### config.mk
export PLATFORM = sky130hd
export DESIGN_NAME = i2c_master_ctrl
export DESIGN_NICKNAME = d
export VERILOG_FILES = /design/src/rtl/i2c_pkg.sv /design/src/rtl/i2c_master_ctrl.sv
export SDC_FILE = /design/constraint.sdc
export NUM_CORES = 1
export LEC_CHECK = 0
export ABC_AREA = 1
export ABC_CLOCK_PERIOD_IN_PS = 2190
export BUFFER_PORTS_ARGS = -buffer_cell sky130_fd_sc_hd__clkbuf_2
export CORE_ASPECT_RATIO = 1.75
export CORE_MARGIN = 2
export CORE_UTILIZATION = 25
export DETAILED_ROUTE_END_ITERATION = 6
export PLACE_DENSITY = 0.51
export SYNTH_ARGS = -nofsm -noshare
export SYNTH_HDL_FRONTEND = slang
export SYNTH_SLANG_ARGS = --single-unit
### constraint.sdc
create_clock -name clk -period 2.19 [get_ports clk]
set_input_delay 0.1095 -clock clk [delete_from_list [all_inputs] [get_ports clk]]
set_output_delay 0.1095 -clock clk [all_outputs]
set_load 0.01 [all_outputs]
### src/rtl/i2c_pkg.sv
// Shared types and constants for the single-transaction I2C master.
package i2c_pkg;

  localparam int unsigned I2C_ADDR_W   = 7;
  localparam int unsigned I2C_DATA_W   = 8;
  localparam logic        I2C_RW_WRITE = 1'b0;
  localparam logic        I2C_RW_READ  = 1'b1;

  typedef enum logic [3:0] {
    ST_IDLE,
    ST_START,
    ST_ADDR,
    ST_ADDR_ACK,
    ST_DATA_W,
    ST_WACK,
    ST_DATA_R,
    ST_RACK,
    ST_STOP_LOW,
    ST_STOP
  } i2c_state_e;

endpackage

### src/rtl/i2c_master_ctrl.sv
// Single-transaction I2C master: START, addr+R/W, ACK, one data byte, STOP.
// SCL/SDA timing is paced by the scl_posedge/scl_negedge strobes from div_clk.
module i2c_master_ctrl
  import i2c_pkg::*;
#(
  parameter int unsigned ADDR_W = I2C_ADDR_W,
  parameter int unsigned DATA_W = I2C_DATA_W
) (
  input  logic              clk,
  input  logic              rst_n,
  input  logic              cmd_valid,
  output logic              cmd_ready,
  input  logic              cmd_rw,
  input  logic [ADDR_W-1:0] cmd_addr,
  input  logic [DATA_W-1:0] cmd_wdata,
  output logic              en_clk,
  input  logic              scl_posedge,
  input  logic              scl_negedge,
  output logic              scl_o,
  output logic              sda_o,
  input  logic              sda_i,
  output logic [DATA_W-1:0] rdata,
  output logic              busy,
  output logic              done,
  output logic              ack_err
);

  i2c_state_e        state, state_nxt;
  logic [DATA_W-1:0] shift, shift_nxt;
  logic [DATA_W-1:0] wdata_q, wdata_nxt;
  logic [DATA_W-1:0] rdata_nxt;
  logic [2:0]        bit_cnt, cnt_nxt;
  logic              rw_q, rw_nxt;
  logic              ack_smp, smp_nxt;
  logic              scl_nxt, sda_nxt, en_nxt, done_nxt, err_nxt;
  logic              pos, neg;

  // Strobes only count while the divider is enabled; posedge wins a tie.
  assign pos = en_clk && scl_posedge;
  assign neg = en_clk && scl_negedge && !scl_posedge;

  assign cmd_ready = (state == ST_IDLE);
  assign busy      = (state != ST_IDLE);

  // State and registered outputs.
  always_ff @(posedge clk or negedge rst_n) begin
    if (!rst_n) begin
      state   <= ST_IDLE;
      shift   <= '0;
      wdata_q <= '0;
      rdata   <= '0;
      bit_cnt <= 3'd7;
      rw_q    <= I2C_RW_WRITE;
      ack_smp <= 1'b0;
      scl_o   <= 1'b1;
      sda_o   <= 1'b1;
      en_clk  <= 1'b0;
      done    <= 1'b0;
      ack_err <= 1'b0;
    end else begin
      state   <= state_nxt;
      shift   <= shift_nxt;
      wdata_q <= wdata_nxt;
      rdata   <= rdata_nxt;
      bit_cnt <= cnt_nxt;
      rw_q    <= rw_nxt;
      ack_smp <= smp_nxt;
      scl_o   <= scl_nxt;
      sda_o   <= sda_nxt;
      en_clk  <= en_nxt;
      done    <= done_nxt;
      ack_err <= err_nxt;
    end
  end

  // Next-state and next-output decode driven by the SCL strobes.
  always_comb begin
    state_nxt = state;
    shift_nxt = shift;
    wdata_nxt = wdata_q;
    rdata_nxt = rdata;
    cnt_nxt   = bit_cnt;
    rw_nxt    = rw_q;
    smp_nxt   = ack_smp;
    scl_nxt   = scl_o;
    sda_nxt   = sda_o;
    en_nxt    = en_clk;
    done_nxt  = 1'b0;
    err_nxt   = ack_err;
    unique case (state)
      ST_IDLE: begin
        scl_nxt = 1'b1;
        sda_nxt = 1'b1;
        if (cmd_valid) begin
          shift_nxt = {cmd_addr, cmd_rw};
          wdata_nxt = cmd_wdata;
          rw_nxt    = cmd_rw;
          en_nxt    = 1'b1;
          err_nxt   = 1'b0;
          cnt_nxt   = 3'd7;
          state_nxt = ST_START;
        end
      end
      ST_START: begin
        // sda_o low marks that the START condition has already been driven
        if (pos && sda_o) begin
          sda_nxt = 1'b0;
        end else if (neg && !sda_o) begin
          scl_nxt   = 1'b0;
          sda_nxt   = shift[DATA_W-1];
          cnt_nxt   = 3'd7;
          state_nxt = ST_ADDR;
        end
      end
      ST_ADDR, ST_DATA_W: begin
        if (pos) begin
          scl_nxt = 1'b1;
        end else if (neg) begin
          scl_nxt = 1'b0;
          if (bit_cnt == '0) begin
            sda_nxt   = 1'b1;
            state_nxt = (state == ST_ADDR) ? ST_ADDR_ACK : ST_WACK;
          end else begin
            cnt_nxt   = bit_cnt - 3'd1;
            sda_nxt   = shift[DATA_W-2];
            shift_nxt = {shift[DATA_W-2:0], 1'b0};
          end
        end
      end
      ST_ADDR_ACK, ST_WACK: begin
        if (pos) begin
          scl_nxt = 1'b1;
          smp_nxt = sda_i;
        end else if (neg) begin
          scl_nxt = 1'b0;
          if (state == ST_WACK) begin
            err_nxt   = ack_smp;
            state_nxt = ST_STOP_LOW;
          end else if (ack_smp) begin
            err_nxt   = 1'b1;
            state_nxt = ST_STOP_LOW;
          end else if (rw_q == I2C_RW_WRITE) begin
            shift_nxt = wdata_q;
            sda_nxt   = wdata_q[DATA_W-1];
            cnt_nxt   = 3'd7;
            state_nxt = ST_DATA_W;
          end else begin
            sda_nxt   = 1'b1;
            cnt_nxt   = 3'd7;
            state_nxt = ST_DATA_R;
          end
        end
      end
      ST_DATA_R: begin
        if (pos) begin
          scl_nxt   = 1'b1;
          rdata_nxt = {rdata[DATA_W-2:0], sda_i};
        end else if (neg) begin
          scl_nxt = 1'b0;
          if (bit_cnt == '0) begin
            state_nxt = ST_RACK;
          end else begin
            cnt_nxt = bit_cnt - 3'd1;
          end
        end
      end
      ST_RACK: begin
        // SDA stays released: master NACKs the single read byte
        if (pos) begin
          scl_nxt = 1'b1;
        end else if (neg) begin
          scl_nxt   = 1'b0;
          state_nxt = ST_STOP_LOW;
        end
      end
      ST_STOP_LOW: begin
        // SDA is entered released; SCL may only rise once SDA has been pulled low
        if (neg) begin
          scl_nxt = 1'b0;
          sda_nxt = 1'b0;
        end else if (pos && !sda_o) begin
          scl_nxt   = 1'b1;
          state_nxt = ST_STOP;
        end
      end
      ST_STOP: begin
        if (neg) begin
          sda_nxt   = 1'b1;
          en_nxt    = 1'b0;
          done_nxt  = 1'b1;
          state_nxt = ST_IDLE;
        end
      end
      default: state_nxt = ST_IDLE;
    endcase
  end

endmodule

### Word-level counts from Yosys, hierarchy flattened

Index checks and enable logic that the tools add are counted.

| word-level totals | value |
|---|---|
| register bits after elaboration | 38 |

| cells by class | value |
|---|---|
| add/subtract/negate cells | 1 |
| equality and inequality tests | 37 |
| mux-type cells | 71 |
| reductions and logical operators | 31 |

Operator list:

| kind | count |
|---|---|
| $mux W4 | 18 |
| $mux W8 | 9 |
| $ne A2 B2 Y1 const B | 23 |
| $mux W3 | 11 |
| $pmux W4 S8 | 1 |
| $mux W1 | 25 |
| $pmux W8 S3 | 1 |
| $reduce_and A10 Y1 | 2 |
| $eq A4 B3 Y1 const B | 4 |
| $reduce_and A16 Y1 | 1 |
| $pmux W3 S4 | 1 |
| $reduce_bool A4 Y1 | 3 |
| $reduce_and A11 Y1 | 1 |
| $reduce_and A5 Y1 | 2 |
| $ne A3 B3 Y1 const B | 3 |
| $eq A4 B2 Y1 const B | 2 |
| $eq A4 B4 Y1 const B | 2 |
| $logic_and A1 B1 Y1 | 6 |
| $pmux W1 S6 | 1 |
| $reduce_and A2 Y1 | 3 |
| $reduce_bool A6 Y1 | 1 |
| $reduce_or A6 Y1 | 1 |
| $eq A4 B1 Y1 const B | 1 |
| $logic_not A4 Y1 | 1 |
| 13 further kinds | 17 |

### Logic depth before layout (Yosys ltp)

Gate-level depths: netlist (run 1).

| logic depth | value |
|---|---|
| word-level depth | 6 |
| mapped depth | 11 |
| mapped depth without buffers | 10 |

### Least setup slack after synthesis (run 1)

OpenSTA, ideal clock, no wires.

| timing path | value |
|---|---|
| path type | register -> register |
| from | register bit_cnt[0] |
| to | register bit_cnt[0] |
| library setup time | 0.076 ns |
| data arrival time | 1.444 ns |
| slack | 0.670 ns |
| stages on the path, launching flop included | 11 |
| buffers on the path | 0 |
| cell sequence | dfstp_2 > inv_1 > ha_1 > nand2_1 > inv_1 > o21ai_0 > nand2_1 > nor2_1 > nand2_1 > nand2_1 > nand2_1 |

| between the ends | value |
|---|---|
| cells in the longest elaborated chain, start to end | 5 |
| elaborated cells on any way between the ends | 8 |
| those cells by class | 1 x add/sub; 1 x eq/ne; 4 x mux; 2 x reduce/logical |

RTL lines:

| element | line | source |
|---|---|---|
| start: declaration | i2c_master_ctrl.sv:32 | `logic [2:0] bit_cnt, cnt_nxt;` |
| start signal: assignment | i2c_master_ctrl.sv:65 | `bit_cnt <= cnt_nxt;` |
| $sub A3 B1 Y3 | i2c_master_ctrl.sv:124, i2c_master_ctrl.sv:163 |  |
| $mux W3 | i2c_master_ctrl.sv:120, i2c_master_ctrl.sv:160 |  |
| $mux W3 | i2c_master_ctrl.sv:158 | `end else if (neg) begin` |
| $mux W3 | i2c_master_ctrl.sv:116 | `if (pos) begin` |
| $pmux W3 S4 | i2c_master_ctrl.sv:90 | `unique case (state)` |

Several ways; a longest one is shown, not always the timed one. The select of a mux whose other input is x is not followed.
A chain may end at the register's enable or synchronous reset.

### Worst setup path after layout (run 1)

| timing path | value |
|---|---|
| from | register state[3] |
| to | register bit_cnt[0] |

| between the ends | value |
|---|---|
| cells in the longest elaborated chain, start to end | 4 |
| elaborated cells on any way between the ends | 22 |
| those cells by class | 16 x eq/ne; 1 x mux; 5 x reduce/logical |

RTL lines:

| element | line | source |
|---|---|---|
| start: declaration | i2c_master_ctrl.sv:28 | `i2c_state_e state, state_nxt;` |
| start signal: assignment | i2c_master_ctrl.sv:61 | `state <= state_nxt;` |
| $eq A4 B2 Y1 (tied with other cells) | i2c_master_ctrl.sv:90 |  |
| $reduce_or A3 Y1 (no line) or $reduce_or A2 Y1 (tied branches) | - |  |
| $ne A2 B2 Y1 (no line) (tied with other cells) | - |  |
| $reduce_and A11 Y1 (no line) | - |  |

Several ways; a longest one is shown, not always the timed one.

==> flow_summary_export.csv, run 1 <==
group,metric,value,unit
outcome,outcome,"finished, final reports clean",
cts,cts-htree-levels,2,
yosys,yosys_warnings,0,
critical_path,timing.rr.end,"bit_cnt[0]$_DFFE_PN1P_",
detailed_routing,drt-wirelength-per-cell,12.7,um
yosys,synth_seq_cells,38,
sta,fin_skew,0.00520,ns
yosys,synth_area_per_cell,7.06,um2
yosys,yosysSeqAreaShare,43.6,%
finish,fin_area,0.00273,mm2
detailed_routing,drt_iter0_drc,81,
global_routing,grt_max_degree,39,
cts,clock_sinks,38,
floorplan,die_y,128,um
yosys,synth_fp_nets,335,
hold_path,worstHoldStart,"cmd_wdata[3]",
critical_path,cpPeakStageDelay,0.48,ns
sta,timing.final.crit_share,82.3,%
yosys,ys.flop_type,"dfrtp_1",
cts,cts_tree,"yes",
critical_path,arrival,2.04,ns
hold_path,hold_path.class,"primary input to flop",
yosys,yosys-top-cells-count,"135 x nand2_1, 33 x dfrtp_1, 33 x nand3_1",
cts,clock_latency,0.29,ns
yosys,yosysTopAreaCell,"dfrtp_1",
floorplan,die_area,0.00958,mm2
detailed_routing,ant_nets,0,
detailed_routing,routed_via_density,4.40,
pwr,irDropWorstVdd,0.735,mV
sta,relSlewSlack,66.5,%
critical_path,crit_slowest_cell,"dfrtp_1",
cts,clockBufferDepth,2,
finish,drive_above_1_share,22.5,%
finish,diodes,0,
floorplan,rows,45,
placed_design,portBuffers,36,
sta,min_period,1.80,ns
sta,hold_viol,0,
global_routing,grt_pass1_wl,9780,um
pwr,power.leakage,1.50,nW
sta,tightest_slew,0.503,ns
critical_path,path_max_fanout,6,
sta,rsz0062_at_grt,"false",
critical_path,crit_path_frequent_cell,"nand2_1",
placed_design,placed_area,0.00253,mm2
yosys,synth_edf_count,0,
yosys,async_flop_share,100,%
sta,fin_tns_setup,0,ns
critical_path,rrSetupSlack,0.39,ns
sta,fmax,555,MHz
finish,finalNonFillerCells,472,
pwr,power_density,1730,mW/mm2
detailed_routing,finalWirelength,6010,um
critical_path,worstSetupStartpointType,"flop",
hold_path,holdPathEnd,"wdata_q[3]$_DFFE_PN0P_",
finish,fin_nets,378,
critical_path,ff2ff_path_depth,9,
floorplan,core_area,0.00861,mm2
yosys,synth_area_leaders,"dfrtp_1 38%, nand2_1 23%, nand3_1 7.5%",
detailed_routing,first_pass_iters,4,
global_routing,antenna_found_initial,0,
critical_path,worstPathRequired,2.43,ns
global_routing,grtUsageTotal,13.7,%
floorplan,start_util,25.5,%
yosys,yosysUniqueCellTypes,29,
flow_run,max_cap_violations,0,
cts,path_clk_slew,0.06,ns
detailed_routing,drc,0,
yosys,yosysMostFrequentCell,"nand2_1",
global_routing,grt_pass1_vias,2104,
yosys,synth_top_area_share,37.6,%
yosys,synth_cells,311,
cts,root_buffer,"clkbuf_16",
floorplan,io_pins,37,
placed_design,place_congestion,0.881,
finish,fin_util,31.7,%
detailed_routing,num_vias,2079,
critical_path,path_delay_family,"simple AND/OR/NAND/NOR gates",
floorplan,die_w,74.9,um
pwr,p_total,4.72,mW
placed_design,dp_cells,463,
cts,cts_buffers,5,
hold_path,hold_depth,3,
sta,setup_viol,0,
placed_design,dpl.hpwl,4660,um
critical_path,crit-reg2reg-launch,"state[3]$_DFFE_PN0P_",
critical_path,path_cells,"nor2_2, inv_2, nor2_1, o21ai_1, nand2_1, nor2_2, nand2_1, nand2_1, nand2_1",
critical_path,end_kind,"flop",
critical_path,worst-path-buf-inv,1,
global_routing,overflow,0,
sta,drv_slew,0,
yosys,syn_area,0.00220,mm2
critical_path,setup.worst_path.class,"flop to flop",
finish,area_growth,24.3,%
timing repair:
item	4_1_cts	5_1_grt
hold endpoints to repair	33	0
setup buffers	0	0
hold buffers	1	0
resized for setup	0	0
flip-flops by register name (all words and copies together), names as in the netlist:
name     cells
wdata_q      8
scl_o        1
rdata        8
done         1
rw_q         1
shift        8
sda_o        1
state        4
ack_smp      1
bit_cnt      3
en_clk       1
ack_err      1
cell type report:
| type | instances | area, um2 |
|---|---|---|
| Clock buffer | 5 | 125 |
| Clock inverter | 3 | 68.8 |
| Fill cell | 959 | 5880 |
| Inverter | 29 | 109 |
| Multi-Input combinational cell | 239 | 1100 |
| Sequential cell | 38 | 957 |
| Tap cell | 117 | 146 |
| Timing Repair Buffer | 41 | 220 |
worst reg2reg max path, stage by stage, from the launching register on:
cell	delay (ns)
dfrtp_1	0.48
nor2_2	0.35
inv_2	0.06
nor2_1	0.26
o21ai_1	0.11
nand2_1	0.16
nor2_2	0.08
nand2_1	0.12
nand2_1	0.06
nand2_1	0.06
per-layer routing:
| metal | vias to the layer above | share of wire, % | global-route usage, % |
|---|---|---|---|
| li1 | 1062 | - | - |
| met1 | 953 | 36 | 13.3 |
| met2 | 50 | 58 | 25.4 |
| met3 | 14 | 2.7 | 2.52 |
| met4 | 0 | 3.9 | 8.40 |
| met5 | - | 0 | 0 |
stage by stage:
step                      setup WS (ns)  hold WS (ns)
after global routing              0.209        0.0361
after detailed placement          0.411         0.209
after floorplan                   0.670        -0.186
after CTS                         0.389        0.0169
after global placement            0.401         0.199
final                             0.388        0.0186
kinds of logic after synthesis:
family / share of synthesized area [%]
AND/OR/NAND/NOR: 41.8
flip-flops: 43.6
buffers and inverters: 6.15
AO/OA/AOI/OAI: 6.44
adder cells (fa/ha/maj): 1.14
XOR/XNOR: 0.399
multiplexers: 0.512
worst max path at each step:
stage,start,end,slack [ns],cells past startpoint
floorplan,bit_cnt[0]$_DFFE_PN1P_,bit_cnt[0]$_DFFE_PN1P_,0.67,10
finish,state[3]$_DFFE_PN0P_,bit_cnt[0]$_DFFE_PN1P_,0.39,9
detailed placement,state[3]$_DFFE_PN0P_,wdata_q[1]$_DFFE_PN0P_,0.41,6
global placement,state[3]$_DFFE_PN0P_,bit_cnt[0]$_DFFE_PN1P_,0.40,9
CTS,state[3]$_DFFE_PN0P_,wdata_q[1]$_DFFE_PN0P_,0.39,6
global route,state[3]$_DFFE_PN0P_,bit_cnt[0]$_DFFE_PN1P_,0.21,9
power breakdown:
part           switching, mW  internal [mW]  total [mW]
Clock                  0.310          0.655       0.965
Combinational           1.59          0.820        2.41
Sequential             0.267           1.08        1.34
placed cells by master (no fill, tap or decap), types with 2 or more instances in the layout:
master / instances
nand2_4: 2
dfrtp_1: 33
nand3_1: 33
nand2_1: 135
inv_1: 23
nand4_1: 3
buf_4: 4
o21ai_0: 11
or2_2: 2
a21oi_1: 10
dfstp_2: 5
nand2_2: 7
clkbuf_16: 5
nor2_1: 18
clkbuf_2: 36
ha_1: 2
bufinv_16: 2
nor2_2: 5
nor2_4: 2
inv_2: 5
(Power assumes the default switching activity.)
==> run 2, diff against run 1 <==
--- a/config.mk
+++ b/config.mk
@@ -6,7 +6,7 @@
 export NUM_CORES = 1
 export LEC_CHECK = 0
 export ABC_AREA = 1
-export ABC_CLOCK_PERIOD_IN_PS = 2190
+export ABC_CLOCK_PERIOD_IN_PS = 1800
 export BUFFER_PORTS_ARGS = -buffer_cell sky130_fd_sc_hd__clkbuf_2
 export CORE_ASPECT_RATIO = 1.75
 export CORE_MARGIN = 2
==> constraint.sdc (replaced) <==
create_clock -name clk -period 1.8 [get_ports clk]
set_input_delay 0.09 -clock clk [delete_from_list [all_inputs] [get_ports clk]]
set_output_delay 0.09 -clock clk [all_outputs]
set_load 0.01 [all_outputs]
==> flow_summary_export.csv, run 2 (same netlist as run 1, synthesis figures left out) <==
group,metric,value,unit
critical_path,path_max_fanout,15,
finish,top_regs,"rdata (8), shift (8), wdata_q (8)",
cts,clock_latency,0.28,ns
critical_path,arrival,1.83,ns
finish,drive_above_1_share,26.4,%
sta,fin_skew,0.00316,ns
critical_path,cpPeakStageDelay,0.46,ns
detailed_routing,routed_via_density,4.36,
finish,diodes,0,
cts,clock_sinks,38,
global_routing,overflow,0,
finish,area_growth,30.0,%
critical_path,worst-path-buf-inv,2,
global_routing,grt_pass1_vias,2147,
global_routing,grt_pass1_wl,10100,um
global_routing,antenna_found_initial,0,
pwr,p_int,3.18,mW
sta,tightest_slew,0.506,ns
sta,whs,0.00526,ns
finish,final_common_cell,"nand2_1",
floorplan,die_w,74.9,um
floorplan,die_area,0.00958,mm2
global_routing,grt_max_degree,21,
pwr,power.leakage,1.56,nW
sta,timing.final.crit_share,91.8,%
placed_design,dpl.hpwl,4790,um
detailed_routing,first_pass_iters,4,
cts,path_clk_slew,0.06,ns
detailed_routing,drt_iter0_drc,102,
detailed_routing,num_vias,2114,
sta,min_period,1.65,ns
cts,cts-htree-levels,2,
outcome,outcome,"finished, final reports clean",
critical_path,path_delay_family,"simple AND/OR/NAND/NOR gates",
finish,fin_area,0.00286,mm2
sta,fin_tns_setup,0,ns
placed_design,portBuffers,36,
pwr,seqPwrFrac,27.9,%
detailed_routing,finalWirelength,6080,um
placed_design,placed_area,0.00261,mm2
sta,hold_viol,0,
critical_path,crit_slowest_cell,"dfrtp_2",
floorplan,die_y,128,um
pwr,p_comb_share,55.0,%
finish,fin_nets,391,
pwr,p_switching,2.68,mW
pwr,power_density,2050,mW/mm2
placed_design,dp_cells,472,
sta,fmax,605,MHz
finish,layout_common_cells,"135 x nand2_1, 36 x clkbuf_2, 33 x nand3_1, 29 x dfrtp_1, 23 x inv_1",
pwr,irDropWorstVdd,1.00,mV
sta,drv_slew,0,
floorplan,rows,45,
detailed_routing,drt-wirelength-per-cell,12.5,um
placed_design,place_congestion,0.866,
pwr,clkPwrFrac,17.2,%
pwr,swShare,45.8,%
cts,cts_buffers,5,
critical_path,path_cells,"inv_2, nor2_4, nand2_2, nand2_4, nand2_1, nand2_2, nor2_8, buf_12, nand3_1, nand2_1",
detailed_routing,drc,0,
cts,root_buffer,"clkbuf_16",
critical_path,worstSetupStartpointType,"flop",
cts,clockBufferDepth,2,
finish,fin_util,33.1,%
cts,cts_tree,"yes",
detailed_routing,ant_nets,0,
sta,rsz0062_at_grt,"false",
critical_path,end_kind,"flop",
sta,relSlewSlack,66.3,%
global_routing,grtUsageTotal,14.1,%
floorplan,io_pins,37,
floorplan,core_area,0.00861,mm2
hold_path,hold_path.class,"primary input to flop",
finish,finalNonFillerCells,485,
critical_path,worstPathRequired,1.97,ns
sta,setup_viol,0,
floorplan,start_util,25.5,%
critical_path,setup.worst_path.class,"flop to flop",
flow_run,max_cap_violations,0,
[run 2: repair_timing]
action / in CTS / in global routing
endpoints found under the hold margin: 17 / 0
hold buffers: 4 / 0
endpoints found under the setup margin: 0 / 25
setup buffers: 0 / 1
resized for setup: 0 / 9
[run 2: power by group through the flow]
stage | combinational [mW] | clock [mW] | sequential (mW)
final | 3.22 | 1.01 | 1.63
after floorplan | 2.17 | 0 | 1.59
after global routing | 3.66 | 1.07 | 1.69
after CTS | 3.12 | 1.04 | 1.62
after global placement | 3.09 | 0 | 1.62
after detailed placement | 3.10 | 0 | 1.63
[run 2: worst paths after layout]
check                                  startpoint                endpoint  slack, ns  cells after the start
min in group asynchronous                   rst_n    rdata[4]$_DFFE_PN0P_       0.30                      2
setup / recovery             state[2]$_DFFE_PN0P_    shift[7]$_DFFE_PN0P_       0.15                     10
hold reg to reg            bit_cnt[1]$_DFFE_PN1P_  bit_cnt[1]$_DFFE_PN1P_       0.46                      2
max in group asynchronous                   rst_n       scl_o$_DFFE_PN1P_       0.92                      3
hold / removal                       cmd_wdata[5]  wdata_q[5]$_DFFE_PN0P_      0.005                      3
setup reg to reg             state[2]$_DFFE_PN0P_    shift[7]$_DFFE_PN0P_       0.15                     10
[run 2: worst reg2reg max path, delay by kind of cell, from the launching register on]
family	cells	cell delay, ns
buffers and inverters	2	0.23
DFF	1	0.46
and+or+nand+nor	8	0.86
[run 2: cell type report]
type                    count  area [um2]
fillers                   920        5760
multi-input cells         239        1120
clock inverters             3        40.0
inverters                  29         109
flip-flops and latches     38         962
repair buffers             54         350
well taps                 117         146
clock buffers               5         125
[run 2: per-stage QoR]
stage               setup WS, ns  power [mW]
finish                     0.148        5.86
global route             0.00517        6.42
CTS                       0.0559        5.77
detailed placement        0.0868        4.73
global placement          0.0756        4.71
floorplan                  0.280        3.76
[run 2: routing by layer]
| layer | vias up | part of all wire (%) | global-route usage (%) |
|---|---|---|---|
| li1 | 1087 | - | - |
| met1 | 983 | 37 | 14.2 |
| met2 | 31 | 58 | 25.7 |
| met3 | 13 | 2.0 | 2.67 |
| met4 | 0 | 3.9 | 7.88 |
| met5 | - | 0 | 0 |
==> run 3, diff against run 2 <==
--- a/config.mk
+++ b/config.mk
@@ -10,9 +10,10 @@
 export BUFFER_PORTS_ARGS = -buffer_cell sky130_fd_sc_hd__clkbuf_2
 export CORE_ASPECT_RATIO = 1.75
 export CORE_MARGIN = 2
-export CORE_UTILIZATION = 25
+export CORE_UTILIZATION = 50
+export CTS_BUF_LIST = sky130_fd_sc_hd__clkbuf_4
 export DETAILED_ROUTE_END_ITERATION = 6
-export PLACE_DENSITY = 0.51
+export PLACE_DENSITY = 0.81
 export SYNTH_ARGS = -nofsm -noshare
 export SYNTH_HDL_FRONTEND = slang
 export SYNTH_SLANG_ARGS = --single-unit
==> constraint.sdc (replaced) <==
create_clock -name clk -period 1.8 [get_ports clk]
set_input_delay 0.27 -clock clk [delete_from_list [all_inputs] [get_ports clk]]
set_output_delay 0.27 -clock clk [all_outputs]
set_load 0.01 [all_outputs]
==> flow_summary_export.csv, run 3 (same netlist as run 1, synthesis figures left out) <==
group,metric,value,unit
global_routing,antenna_found_initial,0,
pwr,power_density,2030,mW/mm2
critical_path,path_delay_family,"flip-flops",
finish,diodes,0,
cts,clock_sinks,38,
cts,clockBufferDepth,2,
pwr,clkPwrFrac,11.1,%
cts,root_buffer,"clkbuf_4",
floorplan,die_w,54.1,um
placed_design,dpl.hpwl,4020,um
detailed_routing,drt_iter0_drc,55,
critical_path,worst-path-buf-inv,2,
detailed_routing,finalWirelength,5240,um
floorplan,start_util,52.4,%
sta,tightest_slew,0.489,ns
sta,setup_viol,0,
detailed_routing,num_vias,2181,
global_routing,grt_pass1_wl,9090,um
sta,rsz0062_at_grt,"true",
detailed_routing,first_pass_iters,4,
finish,final_common_cell,"nand2_1",
critical_path,end_kind,"output pin",
sta,drv_slew,0,
critical_path,crit-reg2reg-launch,"state[1]$_DFFE_PN0P_",
critical_path,setup.worst_path.class,"flop to output pin",
detailed_routing,drt-wirelength-per-cell,12.7,um
finish,regArea,960,um2
floorplan,rows,31,
sta,relSlewSlack,67.4,%
sta,fin_tns_setup,0,ns
cts,cts_tree,"yes",
critical_path,crit_cells,4,
critical_path,path_cells,"nor2_2, nand2_2, inv_2, clkbuf_2",
hold_path,worstHoldStart,"cmd_wdata[3]",
placed_design,pre_cts_ws,0.0915,ns
detailed_routing,routed_via_density,5.29,
detailed_routing,ant_nets,0,
sta,fin_skew,0.0112,ns
outcome,outcome,"finished, final reports clean",
flow_run,max_cap_violations,0,
finish,fin_util,62.2,%
hold_path,hold_depth,3,
pwr,p_total,5.28,mW
detailed_routing,drc,0,
sta,whs,0.113,ns
global_routing,grt_max_degree,39,
sta,fmax,578,MHz
sta,timing.final.crit_share,96.1,%
placed_design,portBuffers,36,
pwr,irDropWorstVdd,1.23,mV
sta,min_period,1.73,ns
critical_path,critPathLaunch,"state[1]$_DFFE_PN0P_",
critical_path,arrival,1.46,ns
pwr,seqPwrFrac,30.9,%
sta,fin_ws,0.0699,ns
pwr,p_int,2.73,mW
floorplan,die_y,91.7,um
floorplan,die_area,0.00496,mm2
placed_design,dp_cells,401,
finish,fin_area,0.00261,mm2
pwr,swShare,48.2,%
sta,hold_viol,0,
finish,drive_above_1_share,25.3,%
pwr,p_comb_share,58.0,%
finish,layout_common_cells,"135 x nand2_1, 36 x clkbuf_2, 33 x nand3_1, 31 x dfrtp_1, 23 x inv_1",
cts,cts-htree-levels,2,
finish,area_growth,18.6,%
hold_path,hold_path.class,"primary input to flop",
finish,fin_nets,386,
cts,cts_buffers,5,
critical_path,worstSetupStartpointType,"flop",
finish,multi_input_area,0.00112,mm2
cts,clock_latency,0.35,ns
critical_path,crit_slowest_cell,"dfrtp_2",
pwr,power.leakage,1.49,nW
critical_path,ff2ff_path_depth,9,
critical_path,worstPathRequired,1.53,ns
global_routing,overflow,0,
global_routing,grt_pass1_vias,2070,
floorplan,core_area,0.00419,mm2
placed_design,place_congestion,0.988,
cts,path_clk_slew,0.12,ns
finish,num-fill-cells,392,
critical_path,path_max_fanout,11,
placed_design,placed_area,0.00249,mm2
global_routing,grtUsageTotal,24.5,%
pwr,p_switching,2.55,mW
critical_path,cpPeakStageDelay,0.51,ns
finish,top_regs,"rdata (8), shift (8), wdata_q (8)",
floorplan,io_pins,37,
finish,finalNonFillerCells,412,
## run 3: worst register-to-register path: stages, from the launching register on
cell and delay (ns):
dfrtp_2 0.50, nor2_1 0.11, nor2_2 0.16, nand2_1 0.19, nand2_1 0.12, nand2_2 0.09
nor2_8 0.18, nand2_4 0.10, nand2_1 0.08, nand2_1 0.05
## run 3: what timing repair did
action                                  4_1_cts  5_1_grt
endpoints found under the hold margin        33        0
buffers inserted                              0        2
pin swaps                                     0        1
gates resized for setup                       2        4
endpoints found under the setup margin        1       14
hold buffers                                  1        0
## run 3: power groups by stage
stage	combinational (mW)	sequential (mW)	clock, mW
2_1_floorplan	2.17	1.59	0
3_3_place_gp	2.89	1.62	0
3_5_place_dp	2.99	1.63	0
4_1_cts	3.00	1.62	0.605
5_1_grt	3.47	1.69	0.627
6_report	3.06	1.63	0.588
## run 3: routing by layer
layer / up-vias / global-route usage (%) / wire, um
li1: 1073 / - / -
met3: 27 / 4.56 / 217
met2: 79 / 41.9 / 2850
met4: 0 / 12.9 / 251
met1: 1002 / 27.5 / 1920
met5: - / 0 / 0
## run 3: area by class of cell
cell class / count / area share (%)
flip-flops and latches: 38 / 36.8
repair buffers: 49 / 10.8
clock inverters: 2 / 1.30
multi-input cells: 239 / 42.9
well taps: 49 / 2.35
inverters: 29 / 4.18
clock buffers: 6 / 1.73
## run 3: path summary, 6_finish.rpt
path / to / slack, ns
worst min register to register: bit_cnt[1]$_DFFE_PN1P_ / 0.47
worst min-delay path: wdata_q[3]$_DFFE_PN0P_ / 0.11
max in group asynchronous: bit_cnt[1]$_DFFE_PN1P_ / 0.93
worst max register to register: shift[1]$_DFFE_PN0P_ / 0.11
min in group asynchronous: shift[1]$_DFFE_PN0P_ / 0.50
worst max-delay path: cmd_ready / 0.07
